===== src/rtl/tlul_mtimer_pkg.sv =====
// tlul_mtimer_pkg: register offsets, CTRL layout, register decode and byte-mask merge for tlul_mtimer
package tlul_mtimer_pkg;

    localparam logic [4:0] MTIME_LO_OFFSET    = 5'h00;
    localparam logic [4:0] MTIME_HI_OFFSET    = 5'h04;
    localparam logic [4:0] MTIMECMP_LO_OFFSET = 5'h08;
    localparam logic [4:0] MTIMECMP_HI_OFFSET = 5'h0C;
    localparam logic [4:0] CTRL_OFFSET        = 5'h10;
    localparam logic [4:0] PRESCALE_OFFSET    = 5'h14;

    localparam int CTRL_EN_BIT = 0;

    typedef enum logic [2:0] {
        REG_MTIME_LO,
        REG_MTIME_HI,
        REG_MTIMECMP_LO,
        REG_MTIMECMP_HI,
        REG_CTRL,
        REG_PRESCALE,
        REG_NONE
    } mtimer_reg_e;

    function automatic mtimer_reg_e decode_reg(input logic [2:0] word);
        logic [4:0] a;
        a = {word, 2'b00};
        return a == MTIME_LO_OFFSET    ? REG_MTIME_LO    :
               a == MTIME_HI_OFFSET    ? REG_MTIME_HI    :
               a == MTIMECMP_LO_OFFSET ? REG_MTIMECMP_LO :
               a == MTIMECMP_HI_OFFSET ? REG_MTIMECMP_HI :
               a == CTRL_OFFSET        ? REG_CTRL        :
               a == PRESCALE_OFFSET    ? REG_PRESCALE    : REG_NONE;
    endfunction

    function automatic logic [31:0] apply_mask(input logic [31:0] old, input logic [31:0] wdata,
                                               input logic [3:0] mask);
        logic [31:0] bm;
        bm = {{8{mask[3]}}, {8{mask[2]}}, {8{mask[1]}}, {8{mask[0]}}};
        return (wdata & bm) | (old & ~bm);
    endfunction

endpackage


===== src/rtl/tlul_pkg.sv =====
// tlul_pkg: minimal TL-UL channel types and opcodes shared by the fabric and its devices
//   tl_h2d_t : host-to-device A channel plus d_ready
//   tl_d2h_t : device-to-host D channel plus a_ready
package tlul_pkg;

    localparam logic [2:0] PUT_FULL_DATA    = 3'h0;
    localparam logic [2:0] PUT_PARTIAL_DATA = 3'h1;
    localparam logic [2:0] GET              = 3'h4;
    localparam logic [2:0] ACCESS_ACK       = 3'h0;
    localparam logic [2:0] ACCESS_ACK_DATA  = 3'h1;

    typedef struct packed {
        logic        a_valid;
        logic [2:0]  a_opcode;
        logic [2:0]  a_param;
        logic [1:0]  a_size;
        logic [7:0]  a_source;
        logic [31:0] a_address;
        logic [3:0]  a_mask;
        logic [31:0] a_data;
        logic        d_ready;
    } tl_h2d_t;

    typedef struct packed {
        logic        d_valid;
        logic [2:0]  d_opcode;
        logic [2:0]  d_param;
        logic [1:0]  d_size;
        logic [7:0]  d_source;
        logic        d_sink;
        logic [31:0] d_data;
        logic        d_user;
        logic        d_error;
        logic        a_ready;
    } tl_d2h_t;

endpackage


===== src/rtl/tlul_mtimer_prescaler.sv =====
// tlul_mtimer_prescaler: divides the clock by (prescale_i+1) into a one-cycle tick
//   clk_i, rst_ni : clock, asynchronous active-low reset
//   en_i          : counter runs only while high, held at 0 otherwise
//   clr_i         : restart the count (PRESCALE rewritten)
//   prescale_i    : terminal count
//   tick_o        : high in the cycle the count equals prescale_i
module tlul_mtimer_prescaler #(
    parameter int PrescaleWidth = 12
) (
    input  logic                     clk_i,
    input  logic                     rst_ni,
    input  logic                     en_i,
    input  logic                     clr_i,
    input  logic [PrescaleWidth-1:0] prescale_i,
    output logic                     tick_o
);

    logic [PrescaleWidth-1:0] cnt;

    assign tick_o = en_i && cnt == prescale_i;

    always_ff @(posedge clk_i or negedge rst_ni) begin
        if (!rst_ni) cnt <= '0;
        else         cnt <= (!en_i || clr_i || tick_o) ? '0 : cnt + 1'b1;
    end

endmodule


===== src/rtl/tlul_mtimer.sv =====
// tlul_mtimer: TL-UL responder exposing a 64-bit RISC-V mtime/mtimecmp pair with a prescaler
//   clk_i, rst_ni : clock, asynchronous active-low reset
//   tl_i          : A channel request plus d_ready
//   tl_o          : D channel response plus a_ready (one outstanding request, registered response)
//   timer_irq_o   : registered CTRL.EN && mtime >= mtimecmp
//   TLUL_MTIMER_SNAPSHOT_EN : a Get of MTIME_LO latches mtime[63:32], returned by the next MTIME_HI Get
module tlul_mtimer
    import tlul_pkg::*;
    import tlul_mtimer_pkg::*;
#(
    parameter int          PrescaleWidth = 12,
    parameter logic [63:0] ResetMtimecmp = 64'hFFFF_FFFF_FFFF_FFFF
) (
    input  logic    clk_i,
    input  logic    rst_ni,
    input  tl_h2d_t tl_i,
    output tl_d2h_t tl_o,
    output logic    timer_irq_o
);

    logic [63:0]              mtime, mtime_d, mtimecmp, mtimecmp_d;
    logic                     en, en_d, tick;
    logic [PrescaleWidth-1:0] prescale, prescale_d;
    mtimer_reg_e              sel;
    logic                     a_ready, a_ack, is_get, is_put, a_err, wr, rd;
    logic [31:0]              cur, rdata, wdata, hi_rd;
    logic                     d_valid, d_error;
    logic [2:0]               d_opcode;
    logic [1:0]               d_size;
    logic [7:0]               d_source;
    logic [31:0]              d_data;
    logic                     unused_bits;

    assign unused_bits = ^{tl_i.a_param, tl_i.a_address[31:5]};

    assign sel     = decode_reg(tl_i.a_address[4:2]);
    assign is_get  = tl_i.a_opcode == GET;
    assign is_put  = tl_i.a_opcode == PUT_FULL_DATA || tl_i.a_opcode == PUT_PARTIAL_DATA;
    assign a_err   = sel == REG_NONE || !(is_get || is_put) || tl_i.a_address[1:0] != 2'd0 ||
                     tl_i.a_size != 2'd2;
    assign a_ready = !d_valid || tl_i.d_ready;
    assign a_ack   = tl_i.a_valid && a_ready;
    assign wr      = a_ack && is_put && !a_err;
    assign rd      = a_ack && is_get && !a_err;

    // cur is the live register word; it is also the base a partial write merges into
    always_comb begin
        cur   = sel == REG_MTIME_LO    ? mtime[31:0]                   :
                sel == REG_MTIME_HI    ? mtime[63:32]                  :
                sel == REG_MTIMECMP_LO ? mtimecmp[31:0]                :
                sel == REG_MTIMECMP_HI ? mtimecmp[63:32]               :
                sel == REG_CTRL        ? 32'(en) << CTRL_EN_BIT        :
                sel == REG_PRESCALE    ? 32'(prescale)                 : 32'd0;
        rdata = sel == REG_MTIME_HI ? hi_rd : cur;
        wdata = apply_mask(cur, tl_i.a_data, tl_i.a_mask);
    end

    // a bus write to either mtime half overrides that cycle's tick, without carry into the other half
    always_comb begin
        mtime_d    = wr && sel == REG_MTIME_LO    ? {mtime[63:32], wdata}    :
                     wr && sel == REG_MTIME_HI    ? {wdata, mtime[31:0]}     : mtime + 64'(tick);
        mtimecmp_d = wr && sel == REG_MTIMECMP_LO ? {mtimecmp[63:32], wdata} :
                     wr && sel == REG_MTIMECMP_HI ? {wdata, mtimecmp[31:0]}  : mtimecmp;
        en_d       = wr && sel == REG_CTRL     ? wdata[CTRL_EN_BIT]          : en;
        prescale_d = wr && sel == REG_PRESCALE ? wdata[PrescaleWidth-1:0]    : prescale;
    end

    tlul_mtimer_prescaler #(.PrescaleWidth(PrescaleWidth)) u_prescaler (
        .clk_i      (clk_i),
        .rst_ni     (rst_ni),
        .en_i       (en),
        .clr_i      (wr && sel == REG_PRESCALE),
        .prescale_i (prescale),
        .tick_o     (tick)
    );

    always_ff @(posedge clk_i or negedge rst_ni) begin
        if (!rst_ni) begin
            mtime       <= '0;
            mtimecmp    <= ResetMtimecmp;
            en          <= 1'b0;
            prescale    <= '0;
            timer_irq_o <= 1'b0;
        end else begin
            mtime       <= mtime_d;
            mtimecmp    <= mtimecmp_d;
            en          <= en_d;
            prescale    <= prescale_d;
            timer_irq_o <= en_d && mtime_d >= mtimecmp_d;
        end
    end

`ifdef TLUL_MTIMER_SNAPSHOT_EN
    logic [31:0] shadow;
    always_ff @(posedge clk_i or negedge rst_ni) begin
        if (!rst_ni) shadow <= '0;
        else         shadow <= rd && sel == REG_MTIME_LO ? mtime[63:32] : shadow;
    end
    assign hi_rd = shadow;
`else
    assign hi_rd = mtime[63:32];
`endif

    always_ff @(posedge clk_i or negedge rst_ni) begin
        if (!rst_ni) begin
            d_valid  <= 1'b0;
            d_opcode <= '0;
            d_size   <= '0;
            d_source <= '0;
            d_data   <= '0;
            d_error  <= 1'b0;
        end else if (a_ack) begin
            d_valid  <= 1'b1;
            d_opcode <= is_get ? ACCESS_ACK_DATA : ACCESS_ACK;
            d_size   <= tl_i.a_size;
            d_source <= tl_i.a_source;
            d_data   <= rd ? rdata : 32'd0;
            d_error  <= a_err;
        end else if (tl_i.d_ready) begin
            d_valid  <= 1'b0;
        end
    end

    assign tl_o = '{d_valid: d_valid, d_opcode: d_opcode, d_param: 3'd0, d_size: d_size,
                    d_source: d_source, d_sink: 1'b0, d_data: d_data, d_user: 1'b0,
                    d_error: d_error, a_ready: a_ready};

endmodule

===== config.mk =====
export PLATFORM = sky130hd
export DESIGN_NAME = tlul_mtimer
export DESIGN_NICKNAME = d
export VERILOG_FILES = /design/src/rtl/tlul_mtimer_pkg.sv /design/src/rtl/tlul_pkg.sv /design/src/rtl/tlul_mtimer_prescaler.sv /design/src/rtl/tlul_mtimer.sv
export SDC_FILE = /design/constraint.sdc
export NUM_CORES = 1
export LEC_CHECK = 0
export ABC_AREA = 1
export BUFFER_PORTS_ARGS = -buffer_cell sky130_fd_sc_hd__buf_2
export CAP_MARGIN = 20
export CORE_UTILIZATION = 35
export CTS_BUF_LIST = sky130_fd_sc_hd__clkbuf_4
export DETAILED_ROUTE_END_ITERATION = 8
export HOLD_SLACK_MARGIN = 0.05
export PLACE_DENSITY = 0.58
export SLEW_MARGIN = 20
export SYNTH_ARGS = -nofsm -noshare
export SYNTH_HDL_FRONTEND = slang
export SYNTH_HIERARCHICAL = 1
export SYNTH_SLANG_ARGS = --single-unit

===== constraint.sdc =====
create_clock -name clk_i -period 4.9 [get_ports clk_i]
set_input_delay 0.245 -clock clk_i [delete_from_list [all_inputs] [get_ports clk_i]]
set_output_delay 0.245 -clock clk_i [all_outputs]
set_load 0.01 [all_outputs]

# Word-level counts from Yosys, hierarchy flattened
# Cells that the tools add are included.
# totals
reg_bits,201
in_bits,88
word_cells,87
output_inout_bits,54
# classes
n_reduce_logical,30
add_sub_neg,2
bitwise_logic,4
n_lt_le_gt_ge,1
eq_ne,15
muxes,23
# ops
op,count
$mux W64,4
$mux W32,6
$add A64 B1 Y64,1
$and A32 B32 Y32,2
$ge A64 B64 Y1,1
$mux W12,3
$not A32 Y32,1
$or A32 B32 Y32,1
$eq A3 B3 Y1 const B,6
$logic_and A1 B1 Y1,13
$add A12 B1 Y12 const B,1
$eq A12 B12 Y1,1
$eq A3 B2 Y1 const B,4
$mux W3,4
$eq A3 B1 Y1 const B,3
$logic_not A3 Y1,3
$logic_or A1 B1 Y1,8
$logic_not A1 Y1,4
$mux W1,4
$mux W2,2
$reduce_bool A2 Y1,2
$ne A2 B2 Y1 const B,1

# Depth between registers and ports, before layout
# depth
word_depth,20
depth_mapped,31
mapped_depth_nobuf,31

# Hierarchy
# The synthesis kept the hierarchy.
# by_module_without_submodules
module,n_inst,seq_area_each_um2,cells_per_inst,area_each_um2
tlul_mtimer,1,4759.6,1938,13163.9
tlul_mtimer_prescaler,1,300.3,141,877.1

# Worst setup path before layout
# Ideal clock, no wire load.
# synth_timing
kind,register to register
start,register u_prescaler.cnt[5]
end,register timer_irq_o
period_less_slack_ns,3.392
path_buffers,0
t_required_ns,4.838
path_slack_ns,1.508
path_stages_with_launch,28
arrival_ns,3.330
setup_ns,0.062
path_cell_list,dfrtp_1 nand2_1 nand2_1 nor3b_1 nand3_1 nor2_1 ha_1 ha_1 nand3_1 inv_1 nand2_1 nor2_1 nand2_1 nor2_1 nand3_1 nand2_1 nand2_1 nand2_1 nand2_1 ha_1 nand2_1 nor3_1 nand3_1 nor3_1 nand2_1 nand3_1 nand2_1 inv_1
# synth_via
elab_chain_len,7
# synth_lines
item,line,text
"start, declared",tlul_mtimer_prescaler.sv:18,logic [PrescaleWidth-1:0] cnt;
"start signal, assigned",tlul_mtimer_prescaler.sv:24,else cnt <= (!en_i || clr_i || tick_o) ? '0 : cnt + 1'b1;
$eq A12 B12 Y1,tlul_mtimer_prescaler.sv:20,assign tick_o = en_i && cnt == prescale_i;
$logic_and A1 B1 Y1,tlul_mtimer_prescaler.sv:20,
net tick,tlul_mtimer.sv:22,"logic en, en_d, tick;"
$add A64 B1 Y64,tlul_mtimer.sv:61,"wr && sel == REG_MTIME_HI ? {wdata, mtime[31:0]} : mtime + 64'(tick);"
$mux W64,tlul_mtimer.sv:61,
$mux W64,tlul_mtimer.sv:60,"mtime_d = wr && sel == REG_MTIME_LO ? {mtime[63:32], wdata} :"
net mtime_d[46],tlul_mtimer.sv:21,"logic [63:0] mtime, mtime_d, mtimecmp, mtimecmp_d;"
$ge A64 B64 Y1,tlul_mtimer.sv:89,timer_irq_o <= en_d && mtime_d >= mtimecmp_d;
$logic_and A1 B1 Y1,tlul_mtimer.sv:89,
"end signal, assigned",tlul_mtimer.sv:89,
"end, declared",tlul_mtimer.sv:18,output logic timer_irq_o
# The timed path passes the listed nets, and every way through them passes these cells.
# A chain may end at the register's enable or synchronous reset.

# Final worst setup path
# layout_timing
start,register prescale[5]
end,register timer_irq_o
# layout_via
elab_cells_between_ends,17
cone_classes,add/sub: 1; order compare: 1; eq/ne: 1; mux: 10; bitwise: 2; reduce/logical: 2
# layout_lines
item,line,text
"start, declared",tlul_mtimer.sv:23,"logic [PrescaleWidth-1:0] prescale, prescale_d;"
"start signal, assigned",tlul_mtimer.sv:88,prescale <= prescale_d;
$eq A12 B12 Y1,tlul_mtimer_prescaler.sv:20,
$logic_and A1 B1 Y1,tlul_mtimer_prescaler.sv:20,
net tick,tlul_mtimer.sv:22,
$add A64 B1 Y64,tlul_mtimer.sv:61,
$mux W64,tlul_mtimer.sv:61,
$mux W64,tlul_mtimer.sv:60,
net mtime_d[47],tlul_mtimer.sv:21,
$ge A64 B64 Y1,tlul_mtimer.sv:89,
$logic_and A1 B1 Y1,tlul_mtimer.sv:89,
# The timed path passes the listed nets, and every way through them passes these cells.

==> flow_metrics.py <==
metrics = {
    "final_layout": {
        "post_route_cells_drive_above_1_share": 0.1376,
        "layout-area-overhead-vs-synth_pct": 14.98,
        "design.final.nets": 2381,
    },
    "floorplanning": {
        "design.portCount": 142,
        "die_width_um": 202.3,
        "floorplan.initialDensity": 0.3542,
        "die_height_um": 202.3,
        "core_area_um2": 39640,
        "area_enclosed_by_the_die_boundary_um2": 40920,
        "core.rowCount": 73,
    },
    "yosys": {
        "synth_sequential_area_ratio": 0.3604,
        "post_synth_instance_area_um2": 14040,
        "synth.distinct_cells": 47,
        "ys_ff_latch": 199,
        "synthCells": 2079,
        "syn_avg_cell_area_um2": 6.754,
        "async_reset_ff_frac": 1.000,
        "number_of_synthesized_flops_with_an_enable_pin": 0,
        "yosysWarnings": 6,
        "most_common_flop_cell_mapped_by_yosys": "dfrtp_1",
    },
    "sta": {
        "layout_worst_path_cycle_share": 0.9153,
        "timing_worst_slew_pin_value_ns": 0.8476,
        "finalMaxSlewViolations": 0,
        "timing.final.setup_violations": 0,
        "slew_headroom": 0.4306,
        "fmax_ghz": 0.2230,
        "final_hold_violating_endpoints": 0,
        "finalHoldWorstSlack_ns": 0.1095,
        "finClkSkew_ns": 0.04668,
        "timing.setup.tns_ns": 0,
        "post-route-min-period_ns": 4.485,
        "rsz_0062_raised_after_global_routing": "false",
        "fin_ws_ns": 0.4148,
    },
    "routing": {
        "vias_per_cell": 5.131,
        "route.vias.total": 14190,
        "drcViolationCount": 0,
        "drt_first_iter_violations": 1225,
        "detail_route.first_pass.iterations": 5,
        "routedWlPerCell_um": 18.79,
        "route.final.wire_length_um": 51970,
        "antenna_left": 0,
    },
    "critical_path": {
        "timing.critical_path.to": "timer_irq_o",
        "reg2reg_depth": 26,
        "critical-path-top-delay-family": "simple AND/OR/NAND/NOR gates",
        "slowest_stage": "nor2_1",
        "r2r-end": "timer_irq_o",
        "critical_path.startpoint_type": "flop",
        "endpoint_kind": "flop",
        "worst-path-max-fanout": 6,
        "critical-path-max-stage-delay_ns": 0.53,
        "worst_setup_path_startpoint": "prescale[5]",
        "path_common_cell": "nand2_1",
        "required_arrival_time_at_the_worst_endpoint_ns": 5.56,
        "timing.setup.critical_path_class": "reg -> reg",
        "arrival_ns": 5.14,
        "critical_path_buf_inv_count": 3,
        "critical_path_cell_count": 26,
        "crit-reg2reg-launch": "prescale[5]",
        "r2r_slack_ns": 0.41,
    },
    "power": {
        "net-switching-power_w": 0.0009656,
        "power.density_cell_area_nw_per_um2": 195.8,
        "power.ir.vdd_worst_mv": 0.1564,
        "leakagePower_nw": 8.068,
        "share_comb_of_total_power": 0.128,
        "sequentialPowerShare": 0.539,
        "pwr-share-clk": 0.332,
        "cellInternalPower_w": 0.002196,
        "sw_share": 0.3054,
    },
    "clocking": {
        "cts-htree-levels": 4,
        "numCtsBuffers": 17,
        "clock_transition_at_the_registers_of_the_reported_paths_ns": 0.21,
        "clock_sinks": 199,
        "clk-insertion-delay-late_ns": 0.73,
        "ctsLongestPathBuffers": 2,
        "cts-root-buf": "clkbuf_4",
        "clock_tree_from_tritoncts": "yes",
    },
    "global_routing": {
        "global_route.usage.total": 0.2579,
        "number_of_global_route_vias_before_repair": 13640,
        "first_pass_grt_wire_length_um": 80140,
        "antenna_violations_before_repair": 2,
        "global_route.overflow_total": 0,
        "maximum_number_of_pins_on_one_net_before_global_route_repair": 83,
    },
    "hold_path": {
        "timing.hold.worst.start": "tl_i[37]",
        "min_path_type": "in -> reg",
    },
    "placement": {
        "gpl.final_weighted_congestion": 1.006,
        "placement.setup.worst_slack_ns": 0.3647,
        "place.port_buffers": 104,
        "detailedPlacementHpwl_um": 40660,
    },
    "status": {
        "outcome": "finished clean",
    },
    "job": {
        "max_capacitance_violation_count": 0,
    },
}
[sequential cells by signal (all words and copies together), names as in the netlist]
register and count:
mtime 64, mtimecmp 64, d_data 32, prescale 12, u_prescaler/cnt 12, d_source 8
d_size 2, d_error 1, d_opcode 1, d_valid 1, en 1, timer_irq_o 1
[worst reg2reg max path: cells and delay by family (launching register included)]
family / cells / cell delay, ns
buf+inv: 3 / 0.30
fa+ha+maj: 2 / 0.59
simple gates: 21 / 3.07
flops: 1 / 0.46
[power by group through the flow]
stage / sequential [W] / combinational [W] / clock (W)
final: 0.00170 / 0.000406 / 0.00105
after global routing: 0.00171 / 0.000452 / 0.00112
after CTS: 0.00170 / 0.000405 / 0.00108
after detailed placement: 0.00173 / 0.000370 / 0
after global placement: 0.00173 / 0.000367 / 0
after floorplan: 0.00173 / 0.000199 / 0
[through the flow]
step / power (W) / area (um^2) / utilization / cells
3_5_place_dp: 0.002101 / 15180 / 0.3830 / 2674
3_3_place_gp: 0.002098 / 15180 / 0.3830 / 2674
5_1_grt: 0.003279 / 16140 / 0.4073 / 2766
6_report: 0.003161 / 16140 / 0.4073 / 2766
4_1_cts: 0.003189 / 16090 / 0.4060 / 2763
2_1_floorplan: 0.001931 / 14060 / - / 2085
[worst min-delay path by stage]
stage | end | cells past startpoint
after floorplan | d_data[0] | 0
after global placement | mtime[15] | 1
after detailed placement | mtime[15] | 1
after CTS | mtimecmp[17] | 6
after global routing | mtime[48] | 6
final | d_error | 5
[cell type report]
type,instances,area [um^2]
fillers,4275,23500
well taps,525,656.9
multi-input cells,1563,7725
flip-flops and latches,199,5060
diodes,2,5.005
repair buffers,201,1438
clock inverters,15,214.0
inverters,244,918.4
clock buffers,17,127.6
[synthesized netlist by cell type (all sizes together) (3+ instances only)]
master / number / share of area
dfstp: 64 / 0.12
dfrtp: 135 / 0.24
nor3: 49 / 0.019
nand3b: 3 / 0.0016
o21bai: 7 / 0.0037
nor2: 184 / 0.052
or2: 34 / 0.015
o21ai: 120 / 0.043
a21o: 9 / 0.0048
nand4: 37 / 0.016
o21a: 3 / 0.0016
nor3b: 4 / 0.0021
a21oi: 67 / 0.024
ha: 67 / 0.060
xnor2: 4 / 0.0025
and2: 3 / 0.0013
buf: 55 / 0.023
o211ai: 15 / 0.0080
xor2: 27 / 0.017
nand2: 719 / 0.19
a22o: 20 / 0.012
nand3: 172 / 0.062
clkbuf: 24 / 0.0065
inv: 244 / 0.065
[cells in the final DEF, fill, tap and decap left out, drive strengths merged]
cell	n
nand3	172
o211ai	15
dfstp	64
buf	143
and3b	1
diode	2
and3	2
clkbuf	18
bufinv	3
o21bai	7
o2111ai	2
o21ai	120
nand2b	1
nand2	719
dfrtp	135
inv	250
or2	34
o22ai	2
a21oi	67
clkinv	6
a21o	9
a22o	20
nor3	49
nor2	184
ha	67
conb	7
nor4	2
o21a	3
dlygate4sd3	57
nand3b	3
nor3b	4
a22oi	2
and2	3
nand4	37
xnor2	4
xor2	27
[layer usage]
layer	up-vias	global-route usage	part of all wire
met1	6702	0.3659	0.47
met2	467	0.4090	0.45
met3	61	0.03418	0.055
li1	6962	-	-
met4	0	0.07116	0.021
met5	-	0	0
[cells by family (layout without fill, tap and decap cells)]
logic type,Yosys count,count (layout),share of synthesized area
AO/OA/AOI/OAI,247,247,0.1008
XOR/XNOR,31,31,0.01934
buffers and inverters,323,477,0.09535
other,1,9,0.0002671
adder cells (fa/ha/maj),67,67,0.05970
flip-flops,199,199,0.3604
AND/OR/NAND/NOR,1211,1211,0.3642
[what timing repair did]
item | CTS | global route
setup endpoints to repair | 0 | 1
hold buffers | 57 | 0
gates resized for setup | 0 | 10
setup buffers | 0 | 1
hold endpoints to repair | 173 | 0
No activity file was read; power rests on OpenSTA's default activity.
